$ cat config.mk
export PLATFORM = sky130hd
export DESIGN_NAME = imem_loader
export DESIGN_NICKNAME = d
export VERILOG_FILES = /design/src/rtl/loader_pkg.sv /design/src/rtl/byte_packer.sv /design/src/rtl/imem_loader.sv
export SDC_FILE = /design/constraint.sdc
export NUM_CORES = 1
export LEC_CHECK = 0
export BUFFER_PORTS_ARGS = -buffer_cell sky130_fd_sc_hd__buf_2
export CORE_MARGIN = 1.5
export CORE_UTILIZATION = 58
export CTS_CLUSTER_SIZE = 24
export DETAILED_ROUTE_END_ITERATION = 8
export PLACE_DENSITY = 0.89
export SYNTH_ARGS = -nofsm -noshare
export SYNTH_HDL_FRONTEND = slang
export SYNTH_SLANG_ARGS = --single-unit
$ cat constraint.sdc
create_clock -name clk -period 2.5 [get_ports clk]
set_input_delay 0.125 -clock clk [delete_from_list [all_inputs] [get_ports clk]]
set_output_delay 0.125 -clock clk [all_outputs]
set_load 0.005 [all_outputs]
$ cat src/rtl/loader_pkg.sv
// Shared types and constants for the instruction-memory boot loader.
package loader_pkg;

  typedef enum logic [2:0] {
    IDLE = 3'd0,
    LEN0 = 3'd1,
    LEN1 = 3'd2,
    DATA = 3'd3,
    CSUM = 3'd4,
    DONE = 3'd5,
    ERR  = 3'd6
  } state_t;

  localparam int LEN_BYTES      = 2;
  localparam int BYTES_PER_WORD = 4;
  localparam int LANE_W         = $clog2(BYTES_PER_WORD);

  // States in which a fresh start pulse is honoured.
  function automatic logic is_restartable(input state_t s);
    return (s == IDLE) || (s == DONE) || (s == ERR);
  endfunction

endpackage

$ cat src/rtl/byte_packer.sv
// Packs payload bytes into little-endian 32-bit words and keeps the running XOR checksum.
module byte_packer
  import loader_pkg::*;
(
  input  logic        clk,
  input  logic        rst_n,
  input  logic        clear,
  input  logic        shift,
  input  logic [7:0]  data,
  output logic        word_valid,
  output logic [31:0] word,
  output logic [7:0]  csum
);

  logic [LANE_W-1:0] lane;
  logic [31:0]       sreg;

  // Bytes enter at the top and move down, so the first byte of a word ends in bits 7:0.
  assign word_valid = shift && (lane == LANE_W'(BYTES_PER_WORD - 1));
  assign word       = {data, sreg[31:8]};

  always_ff @(posedge clk or negedge rst_n) begin
    if (!rst_n) begin
      lane <= '0;
      sreg <= '0;
      csum <= '0;
    end else if (clear) begin
      lane <= '0;
      sreg <= '0;
      csum <= '0;
    end else if (shift) begin
      lane <= lane + 1'b1;
      sreg <= {data, sreg[31:8]};
      csum <= csum ^ data;
    end
  end

endmodule

$ cat src/rtl/imem_loader.sv
// Boot loader: parses a length-prefixed, XOR-checksummed byte frame and writes instruction memory.
// Handshake: a byte transfers on a rising clk edge where in_valid && in_ready; in_ready is registered.
module imem_loader
  import loader_pkg::*;
#(
  parameter int ADDR_W = 10
) (
  input  logic              clk,
  input  logic              rst_n,
  input  logic              start,
  input  logic [7:0]        in_data,
  input  logic              in_valid,
  output logic              in_ready,
  output logic              imem_we,
  output logic [ADDR_W-1:0] imem_addr,
  output logic [31:0]       imem_wdata,
  output logic              cpu_hold,
  output logic              done,
  output logic              err,
  output state_t            state
);

  logic [ADDR_W:0] word_idx;
  logic [7:0]      len_lo;
  logic [15:0]     len;
  logic [15:0]     len_full;
  logic            accept;
  logic            restart;
  logic            last_word;
  logic            too_long;

  logic            pk_valid;
  logic [31:0]     pk_word;
  logic [7:0]      pk_csum;

  assign accept    = in_valid && in_ready;
  assign restart   = start && is_restartable(state);
  assign len_full  = {in_data, len_lo};
  // Index counter is one bit wider than the address, so a full-memory image is representable.
  assign too_long  = 32'(len_full) > (32'd1 << ADDR_W);
  assign last_word = (32'(word_idx) + 32'd1) == 32'(len);

  byte_packer u_packer (
    .clk        (clk),
    .rst_n      (rst_n),
    .clear      (restart),
    .shift      (accept && (state == DATA)),
    .data       (in_data),
    .word_valid (pk_valid),
    .word       (pk_word),
    .csum       (pk_csum)
  );

  always_ff @(posedge clk or negedge rst_n) begin
    if (!rst_n) begin
      state      <= IDLE;
      in_ready   <= 1'b0;
      imem_we    <= 1'b0;
      imem_addr  <= '0;
      imem_wdata <= '0;
      cpu_hold   <= 1'b1;
      done       <= 1'b0;
      err        <= 1'b0;
      word_idx   <= '0;
      len_lo     <= '0;
      len        <= '0;
    end else begin
      imem_we <= pk_valid;
      if (pk_valid) begin
        imem_addr  <= word_idx[ADDR_W-1:0];
        imem_wdata <= pk_word;
      end

      case (state)
        IDLE, DONE, ERR: begin
          if (start) begin
            state    <= LEN0;
            in_ready <= 1'b1;
            done     <= 1'b0;
            err      <= 1'b0;
            cpu_hold <= 1'b1;
            word_idx <= '0;
          end
        end

        LEN0: begin
          if (accept) begin
            len_lo <= in_data;
            state  <= LEN1;
          end
        end

        LEN1: begin
          if (accept) begin
            len <= len_full;
            if (too_long) begin
              state    <= ERR;
              in_ready <= 1'b0;
              err      <= 1'b1;
            end else if (len_full == 16'd0) begin
              state <= CSUM;
            end else begin
              state <= DATA;
            end
          end
        end

        DATA: begin
          if (pk_valid) begin
            word_idx <= word_idx + 1'b1;
            if (last_word) state <= CSUM;
          end
        end

        CSUM: begin
          if (accept) begin
            in_ready <= 1'b0;
            if (in_data == pk_csum) begin
              state    <= DONE;
              done     <= 1'b1;
              cpu_hold <= 1'b0;
            end else begin
              state    <= ERR;
              err      <= 1'b1;
              cpu_hold <= 1'b1;
            end
          end
        end

        default: begin
          state    <= IDLE;
          in_ready <= 1'b0;
        end
      endcase
    end
  end

endmodule

# == Yosys cells after proc, flatten, opt, wreduce, memory -nomap -nowiden ==
# Index checks and enable logic that the tools add are counted.
# word_totals
register_bits,127
input_bits,12
output_inout_bits,50
wordCells,96
# classes
n_addsub,3
magnitude_cmp,1
n_eq_ne,18
n_mux,36
bitwise_logic,2
reduce_logical,22
# ops
cell,n
32-bit 2-to-1 mux,2
3-bit 2-to-1 mux,8
11-bit 2-to-1 mux,2
11-bit one-hot mux with 2 select lines,1
"2-bit != test, second input constant",9
12-bit by 16-bit == test with 1-bit output,1
"16-bit by 11-bit greater-than comparator with 1-bit output, second input constant",1
16-bit zero test,1
8-bit 2-to-1 mux,2
3-bit one-hot mux with 5 select lines,1
1-bit 2-to-1 mux,13
"11-bit by 1-bit adder with 12-bit output, second input constant",1
6-bit AND reduction,2
"11-bit by 1-bit adder with 11-bit output, second input constant",1
"3-bit == test, second input constant",3
8-bit == test,1
8-bit XOR,1
"3-bit by 2-bit == test with 1-bit output, second input constant",2
2-bit 2-to-1 mux,3
3-bit AND reduction,2
2-bit nonzero test,3
5-bit AND reduction,1
1-bit logical AND,4
1-bit one-hot mux with 2 select lines,2
13 further kinds,15

# == Logic depth before layout (Yosys ltp) ==
# Gate-level depths: netlist of run 1.
# logic_depth
depth_word,5
ltp_mapped,9
ltp_nobuf,7

# == Modules after synthesis ==
# Synthesis of run 1 repeated with hierarchy kept, for this count alone.
# hier_totals
hier_cells,464
hier_area_um2,5639.2
# by_module_without_submodules
mod,n_inst,cells_per_inst,area_per_inst_um2,seq_area_each_um2
imem_loader,1,335,4082.7,2128.3
byte_packer,1,129,1556.5,850.8

# == Worst setup path after synthesis of run 1 ==
# OpenSTA, ideal clock, no wires.
# synth_path
path_kind,register -> register
startpoint,register word_idx[1]
endpoint,register state[0]
setup_time_ps,128
arrival_time_ps,2060
required_time_ps,2372
path_slack_ps,312
path_stages_with_launch,8
n_path_buf,0
period_less_slack_ps,2188
path_cell_list,dfrtp_1 > ha_1 > and4_1 > and3_1 > o221ai_1 > nor4_1 > a21oi_2 > mux2_1
# synth_between
elab_chain_len,4
# synth_rtl
item,line,source
start: declaration,imem_loader.sv:23,logic [ADDR_W:0] word_idx;
start signal: assignment,imem_loader.sv:110,word_idx <= word_idx + 1'b1;
11-bit by 1-bit adder with 12-bit output,imem_loader.sv:41,assign last_word = (32'(word_idx) + 32'd1) == 32'(len);
12-bit by 16-bit == test with 1-bit output,imem_loader.sv:41,
2-bit != test (no source line),--,
6-bit AND reduction (no source line),--,
end signal: assignment,imem_loader.sv:56,state <= IDLE;
end signal: assignment,imem_loader.sv:77,state <= LEN0;
end signal: assignment,imem_loader.sv:89,state <= LEN1;
end: declaration,imem_loader.sv:20,output state_t state
# Every way passes these cells.
# A chain may end at the register's enable or synchronous reset.

# == Worst setup path in the final report of run 1 ==
# Same ends and word-level chain as after synthesis.

==> flow_metrics.tcl, run 1 <==
set metrics [dict create \
    outcome "completed" \
    reg2regPathDepth 8 \
    ys.warnings.count 0 \
    grtUsageMet2_pct 47.4 \
    fp.coreArea_um2 9150 \
    final_util_pct 71.5 \
    use_met3_pct 7.03 \
    skew_ns 0.00684 \
    post-cts-setup-buffers 0 \
    worstHoldPathType "in -> reg" \
    fin_total_pwr_uw 6450 \
    drt_pre_antenna_iters 5 \
    grt_pass1_wl_mm 22.4 \
    initial_utilization_pct 59.1 \
    cts_made_buffers 17 \
    max_freq_mhz 427 \
    endpoint_kind "register" \
    syn_to_final_growth_pct 20.9 \
    die-height_um 99.6 \
    die-area_um2 9910 \
    crit_path_max_incr_delay_ns 0.48 \
    viasPerCell 6.00 \
    clk_path_buf_depth 2 \
    finalSetupTns_ns 0 \
    hold_viol 0 \
    async_reset_ff_share_pct 100 \
    rows 35 \
    wl_per_cell_um 17.9 \
    cts_tree "done" \
    antenna_found_initial 0 \
    synth_top_area_cell "dfrtp_1" \
    slew_viol_final 0 \
    syn_avg_cell_area_um2 9.51 \
    drive_gt1_share_pct 20.6 \
    fin_nets 655 \
    crit_fanout 7 \
    fin_crit_sh_pct 93.6 \
    synth_cell_types 57 \
    drcViolationCount 0 \
    crit_type "reg -> reg" \
    min_period_ns 2.34 \
    worstMarginPinSlew_ns 0.914 \
    synth_edf_count 0 \
    ys_ff_latch 119 \
    synth_top_cell_area_share_pct 54.6 \
    clock_sinks 119 \
    drtIter0Drc 412 \
    io_pins 62 \
    ir_drop_v 0.000578 \
    antennaDiodeCount 0 \
    antenna_left 0 \
    insertion_delay_ns 0.52 \
    setup_violations 0 \
    synth_fp_nets 583 \
    grt_max_degree 60 \
    worst_ep_required_time_ns 2.90 \
    routed_wirelength_mm 13.7 \
    setup_ws_ns 0.159 \
    place_ws_ns 0.234 \
    powerDensity_nw_per_um2 986 \
    slowest_stage "dfrtp_1" \
    hpwl_mm 8.55 \
    netlist_instances 569 \
    track_usage_pct 29.3 \
    num_vias 4593 \
    grt-ovfl-total 0 \
    synth_seq_area_share_pct 55.1 \
    die_width_um 99.6 \
    startpoint_type "register" \
    leakagePower_uw 0.00330 \
    busiest_layer "met2" \
    whs_path_depth 4 \
    crit_chain "ha_1 -> and4_1 -> and3_1 -> o221ai_1 -> nor4_2 -> buf_4 -> a21oi_2 -> mux2_1" \
    htree_num_levels 4 \
    numPortBuffers 61 \
    gp_congestion 0.938 \
    cts.clk_slew.worst_paths_ns 0.06 \
    grtUsageMet1_pct 38.5 \
    root_buffer "clkbuf_8" \
    grt_pass1_vias 4422 \
    syn_area_um2 5410 \
    synthFlopType "dfrtp_1" \
    grt_setup_unrepaired "false" \
    maxCapViolCount 0 \
    arrival_ns 2.74 \
    synth_area_leaders "dfrtp_1, nand2_1, xor2_1" \
    slew-limit-headroom_pct 38.9 \
]
cells in the mapped netlist, drive strengths merged, types with 3 or more instances:
master / count
and3: 3
dfrtp: 118
buf: 9
xor2: 23
a211oi: 3
a21oi: 36
nand2: 194
inv: 9
xnor2: 7
and2: 3
mux2: 26
nand3: 7
nor2: 28
o31ai: 3
nor4: 7
nand4: 3
nor3: 6
and4: 3
a41oi: 4
o21ai: 21
clkbuf: 23
area by class of cell:
| class | count | area, um^2 |
|---|---|---|
| clock inverters | 14 | 165 |
| inverters | 9 | 33.8 |
| well taps | 111 | 139 |
| repair buffers | 85 | 523 |
| multi-input cells | 409 | 2280 |
| fillers | 581 | 2610 |
| clock buffers | 18 | 418 |
| flip-flops and latches | 119 | 2980 |
per-stage QoR:
step | instances | hold WS, ns | area [um^2]
global route | 765 | 0.102 | 6540
global placement | 724 | 0.218 | 5860
floorplan | 569 | -0.171 | 5410
CTS | 765 | 0.0616 | 6530
detailed placement | 724 | 0.230 | 5860
finish | 765 | 0.0819 | 6540
routing by layer:
| metal | vias up | part of all wire [%] |
|---|---|---|
| met5 | - | 0 |
| li1 | 2062 | - |
| met3 | 46 | 6.8 |
| met4 | 0 | 3.2 |
| met2 | 224 | 49 |
| met1 | 2261 | 41 |
flip-flops by register name, summed over array words and instances, names as in the netlist, 2 cells and up:
register       count
u_packer.csum      8
len_lo             8
u_packer.lane      2
word_idx          11
imem_wdata        32
state              3
u_packer.sreg     24
len               16
imem_addr         10
final timing paths:
| kind | to | from | slack (ns) |
|---|---|---|---|
| worst max-delay path | state[0] | word_idx[1] | 0.16 |
| worst min-delay path | state[2] | start | 0.08 |
| worst max register to register | state[0] | word_idx[1] | 0.16 |
| worst min register to register | imem_addr[6] | imem_addr[6] | 0.47 |
| max in group asynchronous | word_idx[5] | rst_n | 1.45 |
| min in group asynchronous | u_packer.sreg[13] | rst_n | 0.21 |
repair_timing:
| item | in CTS | in global routing |
|---|---|---|
| gates resized for setup | 0 | 1 |
| endpoints found under the hold margin | 84 | 0 |
| hold buffers | 9 | 0 |
| endpoints found under the setup margin | 0 | 1 |
power breakdown:
group / switching (uW) / total, uW / internal (uW) / leakage [uW]
logic: 855 / 1480 / 621 / 0.00142
clock network: 958 / 2400 / 1450 / 0.000273
registers: 305 / 2570 / 2260 / 0.00161
cells by family (layout without fill, tap and decap cells):
logic type               after synthesis  count (layout)  share of synthesized area (%)
AND/OR/NAND/NOR                      267             267                           21.1
flip-flops                           119             119                           55.1
AO/OA/AOI/OAI                         83              83                           9.88
buffers and inverters                 41             126                           2.98
XOR/XNOR                              30              30                           4.86
multiplexers                          27              27                           5.60
adder cells (fa/ha/maj)                2               2                          0.463
worst max-delay path, delay by kind of cell (launching register included):
family                     cells  cell delay (ns)
adders and majority gates      1             0.23
DFF                            1             0.48
and+or+nand+nor                3             0.80
buffers and inverters          1             0.16
AOI/OAI and AO/OA              2             0.23
muxes                          1             0.32
cell usage in the layout, fill, tap and decap left out, types with 9 or more instances in the layout:
cell,count
buf_2,60
a21oi_1,35
clkbuf_16,16
nor2_1,28
dlygate4sd3_1,9
mux2_1,12
buf_4,15
o21ai_1,18
dfrtp_1,118
mux2_2,14
nand2_1,194
xor2_1,23
(Power assumes the default switching activity.)
==> run 2: changes to the inputs <==
--- a/config.mk
+++ b/config.mk
@@ -10,7 +10,7 @@
 export CORE_UTILIZATION = 58
 export CTS_CLUSTER_SIZE = 24
 export DETAILED_ROUTE_END_ITERATION = 8
-export PLACE_DENSITY = 0.89
+export PLACE_DENSITY = 0.77
 export SYNTH_ARGS = -nofsm -noshare
 export SYNTH_HDL_FRONTEND = slang
 export SYNTH_SLANG_ARGS = --single-unit
==> run 2 against run 1 <==
Against the previous run:
- worst hold slack improved by 0.020 ns
- register-to-register slack better by 0.06 ns
- via count down 4.8%
- largest power group unchanged
==> flow_metrics.tcl, run 2 (synthesis results as in run 1) <==
set metrics [dict create \
    outcome "completed" \
    fin_crit_sh_pct 91.4 \
    num_vias 4374 \
    rows 35 \
    insertion_delay_ns 0.52 \
    hpwl_mm 8.31 \
    crit_fanout 7 \
    clock_sinks 119 \
    grt-ovfl-total 0 \
    worstMarginPinSlew_ns 0.915 \
    clk_path_buf_depth 2 \
    io_pins 62 \
    grt_setup_unrepaired "false" \
    rr_startpoint "word_idx[1]" \
    cts_made_buffers 17 \
    regMostFlops "imem_wdata" \
    gp_congestion 0.912 \
    max_freq_mhz 438 \
    hold_viol 0 \
    setup_ws_ns 0.215 \
    fin_total_pwr_uw 6520 \
    viasPerCell 5.73 \
    timing.rr.end "state[0]" \
    grt_pass1_wl_mm 21.3 \
    htree_num_levels 4 \
    fin_nets 654 \
    leakagePower_uw 0.00332 \
    fp.coreArea_um2 9150 \
    reg2regPathDepth 7 \
    wl_per_cell_um 16.4 \
    slew-limit-headroom_pct 38.8 \
    maxCapViolCount 0 \
    largest_reg_flops 32 \
    ir_drop_v 0.000602 \
    worst_ep_required_time_ns 2.90 \
    antenna_found_initial 0 \
    track_usage_pct 27.8 \
    drive_gt1_share_pct 20.7 \
    cts.clk_slew.worst_paths_ns 0.06 \
    startpoint_type "register" \
    slew_viol_final 0 \
    grt_max_degree 56 \
    numPortBuffers 61 \
    antennaDiodeCount 0 \
    die-height_um 99.6 \
    crit_type "reg -> reg" \
    finalSetupTns_ns 0 \
    root_buffer "clkbuf_8" \
    drcViolationCount 0 \
    drt_pre_antenna_iters 5 \
    holdPathEnd "state[2]" \
    mostFrequentLayoutCells "nand2_1, dfrtp_1, buf_2, a21oi_1, nor2_1" \
    whs_path_depth 4 \
    worstHoldPathType "in -> reg" \
    routed_wirelength_mm 12.6 \
    initial_utilization_pct 59.1 \
    post-cts-setup-buffers 0 \
    die_width_um 99.6 \
    grt_pass1_vias 4324 \
    hold_start "start" \
    die-area_um2 9910 \
    r2r_slack_ns 0.21 \
    cts_tree "done" \
    endpoint_kind "register" \
    setup_violations 0 \
    syn_to_final_growth_pct 21.4 \
    place_ws_ns 0.172 \
    hold_slack_ns 0.102 \
    arrival_ns 2.69 \
    powerDensity_nw_per_um2 993 \
    min_period_ns 2.29 \
    antenna_left 0 \
    drtIter0Drc 265 \
    top_regs "imem_wdata: 32 flops, u_packer.sreg: 24 flops, len: 16 flops" \
    skew_ns 0.00733 \
    final_common_cell "nand2_1" \
]
run 2: what timing repair did:
item,CTS,global route
setup endpoints to repair,0,1
resized for setup,0,1
hold endpoints to repair,69,0
hold buffers,9,0
run 2: how the worst max path moves through the flow:
stage           startpoint        to  slack, ns
2_1_floorplan  word_idx[1]  state[0]       0.31
3_3_place_gp   word_idx[1]  state[0]       0.24
3_5_place_dp   word_idx[1]  state[0]       0.17
4_1_cts        word_idx[1]  state[0]       0.15
5_1_grt        word_idx[1]  state[0]       0.05
6_report       word_idx[1]  state[0]       0.21
run 2: through the flow:
| stage | util [%] | std cells | area (um^2) |
|---|---|---|---|
| floorplan | - | 569 | 5410 |
| global placement | 64.0 | 723 | 5850 |
| detailed placement | 64.0 | 723 | 5850 |
| CTS | 71.7 | 764 | 6560 |
| global route | 71.7 | 764 | 6570 |
| finish | 71.7 | 764 | 6570 |
run 2: cell type report:
| class | instances | area (um^2) |
|---|---|---|
| Timing Repair Buffer | 84 | 515 |
| Clock inverter | 14 | 189 |
| Clock buffer | 18 | 428 |
| Multi-Input combinational cell | 409 | 2280 |
| Sequential cell | 119 | 2980 |
| Inverter | 9 | 33.8 |
| Fill cell | 706 | 2590 |
| Tap cell | 111 | 139 |
run 2: worst max-delay path, stage by stage (launching register included):
cell      delay [ns]
dfrtp_1         0.45
ha_1            0.22
and4_1          0.32
and3_1          0.23
o221ai_1        0.16
nor4_2          0.33
a21oi_2         0.13
mux2_1          0.32
run 2: metal layers:
metal	track usage, %	wire length [um]	up-vias
met5	0	0	-
met4	10.6	233	0
met3	4.99	684	22
met2	44.6	5960	157
met1	38.2	5680	2141
li1	-	-	2054
run 2: report_power, final:
group	internal (uW)	total [uW]	switching [uW]
Combinational	614	1430	813
Sequential	2260	2560	300
Clock	1570	2530	955
